**config.mk**
```make
export PLATFORM = sky130hd
export DESIGN_NAME = upsampler
export DESIGN_NICKNAME = d
export VERILOG_FILES = /design/src/rtl/upsampler.sv
export SDC_FILE = /design/constraint.sdc
export NUM_CORES = 2
export LEC_CHECK = 0
export ABC_AREA = 1
export CAP_MARGIN = 20
export CORE_UTILIZATION = 55
export DETAILED_ROUTE_END_ITERATION = 10
export HOLD_SLACK_MARGIN = 0.05
export MAX_ROUTING_LAYER = met4
export PLACE_DENSITY = 0.72
export SYNTH_ARGS = -nofsm -noshare
export SYNTH_HDL_FRONTEND = slang
export SYNTH_SLANG_ARGS = --single-unit
```
**constraint.sdc**
```tcl
create_clock -name clock -period 3.6 [get_ports clock]
set_clock_uncertainty 0.05 [all_clocks]
set_input_delay 0.54 -clock clock [delete_from_list [all_inputs] [get_ports clock]]
set_output_delay 0.54 -clock clock [all_outputs]
set_load 0.1 [all_outputs]
```
**src/rtl/upsampler.sv**
```systemverilog
// upsampler: rebuilds full-resolution video from a 2x2-decimated raster by
// replicating every input pixel horizontally (each pixel emitted twice) and
// vertically (each line replayed once from a one-line buffer).
// Even output rows come straight from the input stream (FILL), odd output
// rows are read back from the line buffer (REPLAY) with the input stalled.
module upsampler #(
    parameter int IN_COLS    = 400,
    parameter int IN_ROWS    = 300,
    parameter int DATA_WIDTH = 8
) (
    input  logic                  clock,
    input  logic                  reset,
    input  logic                  valid,
    input  logic [DATA_WIDTH-1:0] data,
    output logic                  inready,
    input  logic                  outready,
    output logic [DATA_WIDTH-1:0] dataout,
    output logic                  validout,
    output logic                  framestart,
    output logic                  lineend
);

    localparam int COL_W = $clog2(2 * IN_COLS);
    localparam int ROW_W = $clog2(2 * IN_ROWS);

    localparam logic [COL_W-1:0] LAST_COL = COL_W'(2 * IN_COLS - 1);
    localparam logic [ROW_W-1:0] LAST_ROW = ROW_W'(2 * IN_ROWS - 1);
    localparam logic [COL_W-1:0] COL_ONE  = COL_W'(1);
    localparam logic [ROW_W-1:0] ROW_ONE  = ROW_W'(1);

    typedef enum logic {
        FILL,
        REPLAY
    } state_t;

    state_t                  state;
    state_t                  state_n;
    logic [COL_W-1:0]        out_col;
    logic [COL_W-1:0]        out_col_n;
    logic [ROW_W-1:0]        out_row;
    logic [ROW_W-1:0]        out_row_n;
    logic [DATA_WIDTH-1:0]   dataout_n;
    logic                    validout_n;
    logic                    framestart_n;
    logic                    lineend_n;

    logic                    load_en;
    logic                    write_en;
    logic                    do_load;
    logic [COL_W-2:0]        buf_idx;
    logic [DATA_WIDTH-1:0]   rd_data;

    // One entry per input pixel; holds the current input line for the replay row.
    logic [DATA_WIDTH-1:0]   line_buf [0:IN_COLS-1];

    // Both copies of an input pixel share one buffer slot, so drop the column LSB.
    assign buf_idx  = out_col[COL_W-1:1];
    assign rd_data  = line_buf[buf_idx];

    // The output register may load whenever it is empty or being drained.
    assign load_en  = !validout || outready;

    // Fresh input is only needed on the first copy of each pixel of a FILL row.
    assign inready  = (state == FILL) && !out_col[0] && load_en;
    assign write_en = valid && inready;

    // Capture each accepted input pixel so the following odd row can replay it.
    always_ff @(posedge clock) begin
        if (write_en) begin
            line_buf[buf_idx] <= data;
        end
    end

    // Next-state logic: decide whether the output register loads, what it
    // loads, and how the raster position and FILL/REPLAY phase advance.
    always_comb begin
        state_n      = state;
        out_col_n    = out_col;
        out_row_n    = out_row;
        dataout_n    = dataout;
        validout_n   = validout;
        framestart_n = framestart;
        lineend_n    = lineend;
        do_load      = 1'b0;

        case (state)
            FILL: begin
                if (!out_col[0]) begin
                    if (write_en) begin
                        do_load   = 1'b1;
                        dataout_n = data;
                    end else if (load_en) begin
                        // No input available: emit a bubble, position holds.
                        validout_n = 1'b0;
                    end
                end else if (load_en) begin
                    // Second horizontal copy: dataout already holds the pixel.
                    do_load = 1'b1;
                end
            end
            REPLAY: begin
                if (load_en) begin
                    do_load   = 1'b1;
                    dataout_n = rd_data;
                end
            end
            default: begin
                state_n = FILL;
            end
        endcase

        if (do_load) begin
            validout_n   = 1'b1;
            framestart_n = (out_row == '0) && (out_col == '0);
            lineend_n    = (out_col == LAST_COL);
            if (out_col == LAST_COL) begin
                out_col_n = '0;
                state_n   = (state == FILL) ? REPLAY : FILL;
                if (out_row == LAST_ROW) begin
                    out_row_n = '0;
                end else begin
                    out_row_n = out_row + ROW_ONE;
                end
            end else begin
                out_col_n = out_col + COL_ONE;
            end
        end
    end

    // State, raster position and output register; reset discards the frame in flight.
    always_ff @(posedge clock or posedge reset) begin
        if (reset) begin
            state      <= FILL;
            out_col    <= '0;
            out_row    <= '0;
            dataout    <= '0;
            validout   <= 1'b0;
            framestart <= 1'b0;
            lineend    <= 1'b0;
        end else begin
            state      <= state_n;
            out_col    <= out_col_n;
            out_row    <= out_row_n;
            dataout    <= dataout_n;
            validout   <= validout_n;
            framestart <= framestart_n;
            lineend    <= lineend_n;
        end
    end

endmodule
```
==> reports/qor.txt <==
R2r setup slk: 0.10 ns
Area contributors post-synth: edfxtp_1, nand2_1, nor2_1
IO Pins: 24
Placer Congestion: 0.937
Worst Setup End Kind: output port
Final Slew Violations: 0
Net Sw Frac: 36.1%
Post-synth EDFFs: 3200
Antenna Nets Post-Route: 0
Die ar.: 0.243 mm2
CTS tree: done
Clk sinks: 3232
Post-DP HPWL: 216000 um
Number of filler cells placed in the layout: 17639
Post-synthesis sequential area ratio: 73.2%
Row cnt: 179
P_leak: 59.7 nW
Seq cells post-synth: 3232
Post-Route WL: 361000 um
PortBufs: 23
Top-count cell post-synth: nand2_1
Initial DRC count: 12069
Synth Area in Compound Gates: 0.829%
Initial antenna violation count: 13
Routed wire per std cell: 22.3 um
Clock Latency Late Sink: 0.97 ns
Syn nets: 12286
Relative slew slack: 30.3%
Synth unique cells: 33
First-pass GRT wire length: 541000 um
Post-Synthesis Cell Area: 0.132 mm2
Maxcap violations: 0
Worst-Margin Slew: 1.04 ns
Levels on crit path: 1
Clock buffer depth: 4
Combinational family with the most area after synthesis: simple AND/OR/NAND/NOR gates
Vias per cell: 5.66
Layout Utilization: 63.5%
RSZ-0062 raised after global routing: no
H-Tree Depth: 5
Simple-gate share of the synthesized area: 23.7%
Vias in the first global route: 89015
Switching power total: 0.0392 W
Share of layout cells above drive strength 1: 9.59%
CP max stage cell: clkdlybuf4s50_1
Family with the most delay on the worst path: buffers and inverters
# DRC: 0
Multiplexer share of the synthesized area: 0%
Mapped Cells: 12270
Fin nets: 12776
Dominant synthesized flop cell: edfxtp_1
Crit path to: dataout[4]
P&R area growth vs syn: 14.3%
Area share of the largest cell type after synthesis: 72.6%
Total global routing overflow: 0
Std-Cell Core Area: 0.239 mm2
Die height: 493 um
Final period util: 99.6%
Kind of critical path: reg -> out
Reg-to-reg endpoint: dataout[1]$_DFFE_PP0P_
Clk network pwr share: 29.7%
Async S/R FF share, synth: 0.990%
Total GRT Usage: 30.6%
Largest net degree at the start of global routing: 147
Hold Path Class: in -> reg
Adder-Cell Fraction of Synth Area: 0.0378%
Syn Area/Cell: 10.8 um2
CP peak stage delay: 1.28 ns
Internal cell power: 0.0694 W
Reg2Reg Depth: 18
Drt first pass iters: 6
Max frequency: 0.279 GHz
Critical Path Start: dataout[4]$_DFFE_PP0P_
Crit-path cells: clkdlybuf4s50_1
Place WS: -0.0416 ns
DR vias: 91506
Initial Util: 55.5%
Power density over cell area: 718 mW/mm2
Worst path buffer plus inverter count: 1
Synth area leader: edfxtp_1
Synth Area in XOR/XNOR: 0.0662%
Combinational power share: 31.7%
CP Launch Type: flip-flop
Worst EP required: 3.01 ns
Final setup viols: 0
Final Hold Vio Count: 0
Critical Path Fanout Max: 3
Total Power: 0.109 W
Fin crit period: 3.59 ns
Arrival @ worst endpoint: 3.00 ns
Synth warn: 0
Root Buffer Master: clkbuf_16
Sequential power share: 38.5%
Worst-path clk slew: 0.07 ns
List of most frequent post-synthesis cells: nand2_1, edfxtp_1, nor2_1
Num CTS Buffers: 325
Reg2reg start: out_col[1]$_DFFE_PP0P_
Peak VDD IR: 0.000787 V
Setup WS post-layout: 0.0146 ns
Outcome: complete, no violations
Die width: 493 um
[metrics by stage]
stage	hold slack, ns	instance area (um2)	std cells	setup TNS, ns
final	0.0795	151000	16160	0
after global routing	0.0860	151000	16159	0
after CTS	0.0653	151000	16152	0
after detailed placement	0.422	141000	15587	-0.0416
after global placement	0.418	141000	15587	-0.0484
after floorplan	0.463	132000	12270	-211.44
[logic make-up after synthesis]
group | Yosys count
adders and majority gates | 4
xor gates and xnor gates | 10
buffers and inverters | 684
AOI/OAI and AO/OA | 194
DFF | 3232
and+or+nand+nor | 8146
[worst min-delay path by stage]
stage	endpoint	slack, ns	start	cells past startpoint
floorplan	out_col[8]$_DFFE_PP0P_	0.46	out_col[8]$_DFFE_PP0P_	1
finish	line_buf[227][0]$_DFFE_PP_	0.08	data[0]	1
CTS	line_buf[176][1]$_DFFE_PP_	0.07	data[1]	1
detailed placement	lineend$_DFFE_PP0P_	0.42	lineend$_DFFE_PP0P_	2
global route	line_buf[176][1]$_DFFE_PP_	0.09	data[1]	1
global placement	lineend$_DFFE_PP0P_	0.42	lineend$_DFFE_PP0P_	2
[state kept, by name, summed over array words and instances, names as in the netlist]
signal / count
framestart: 1
out_col: 10
line_buf: 3200
lineend: 1
validout: 1
out_row: 10
state: 1
dataout: 8
[power groups by stage]
| stage | clock (W) | combinational [W] | sequential (W) |
|---|---|---|---|
| global route | 0.0339 | 0.0375 | 0.0418 |
| finish | 0.0323 | 0.0345 | 0.0418 |
| detailed placement | 0 | 0.0334 | 0.0426 |
| global placement | 0 | 0.0330 | 0.0426 |
| floorplan | 0 | 0.0206 | 0.0427 |
| CTS | 0.0325 | 0.0337 | 0.0418 |
[final cells by class]
type	count	area (um2)	share of cell area, %
Sequential cell	3232	96900	64.0
Multi-Input combinational cell	8354	32700	21.6
Clock buffer	395	8530	5.64
Timing Repair Buffer	803	7600	5.02
Tap cell	3167	3960	2.62
Clock inverter	160	1430	0.942
Inverter	44	223	0.147
Antenna cell	5	12.5	0.00827
[layer usage]
| layer | track usage, % | part of all wire [%] | vias up |
|---|---|---|---|
| li1 | - | - | 41555 |
| met1 | 40.9 | 38 | 44006 |
| met2 | 46.7 | 46 | 5173 |
| met3 | 5.31 | 11 | 772 |
| met4 | 12.4 | 4.3 | 0 |
| met5 | - | 0 | - |
[cells in the final DEF (no fill, tap or decap), drive strengths merged]
| master | netlist | final |
|---|---|---|
| buf | 327 | 786 |
| diode | 0 | 5 |
| nand3 | 215 | 215 |
| nand4 | 153 | 153 |
| o21ai | 91 | 91 |
| clkbuf | 313 | 397 |
| nand2 | 6907 | 6907 |
| a22oi | 46 | 46 |
| xor2 | 10 | 10 |
| a211oi | 1 | 1 |
| o41ai | 1 | 1 |
| nor3 | 8 | 8 |
| o21a | 2 | 2 |
| a21oi | 53 | 53 |
| bufinv | 0 | 26 |
| edfxtp | 3200 | 3200 |
| dlygate4sd3 | 0 | 7 |
| inv | 43 | 46 |
| nand3b | 1 | 1 |
| ha | 4 | 4 |
| clkinvlp | 0 | 10 |
| clkinv | 1 | 122 |
| or2 | 1 | 1 |
| dfrtp | 32 | 32 |
| clkdlybuf4s50 | 0 | 8 |
| or3 | 1 | 1 |
| nor4 | 2 | 2 |
| nor2 | 858 | 858 |
[timing repair]
item,4_1_cts,5_1_grt
setup endpoints to repair,2,7
cloned,0,2
hold buffers,7,0
setup buffers,3,1
hold endpoints to repair,182,0
pin swaps,1,0
gates resized for setup,1,20
No activity file was read; power rests on OpenSTA's default activity.
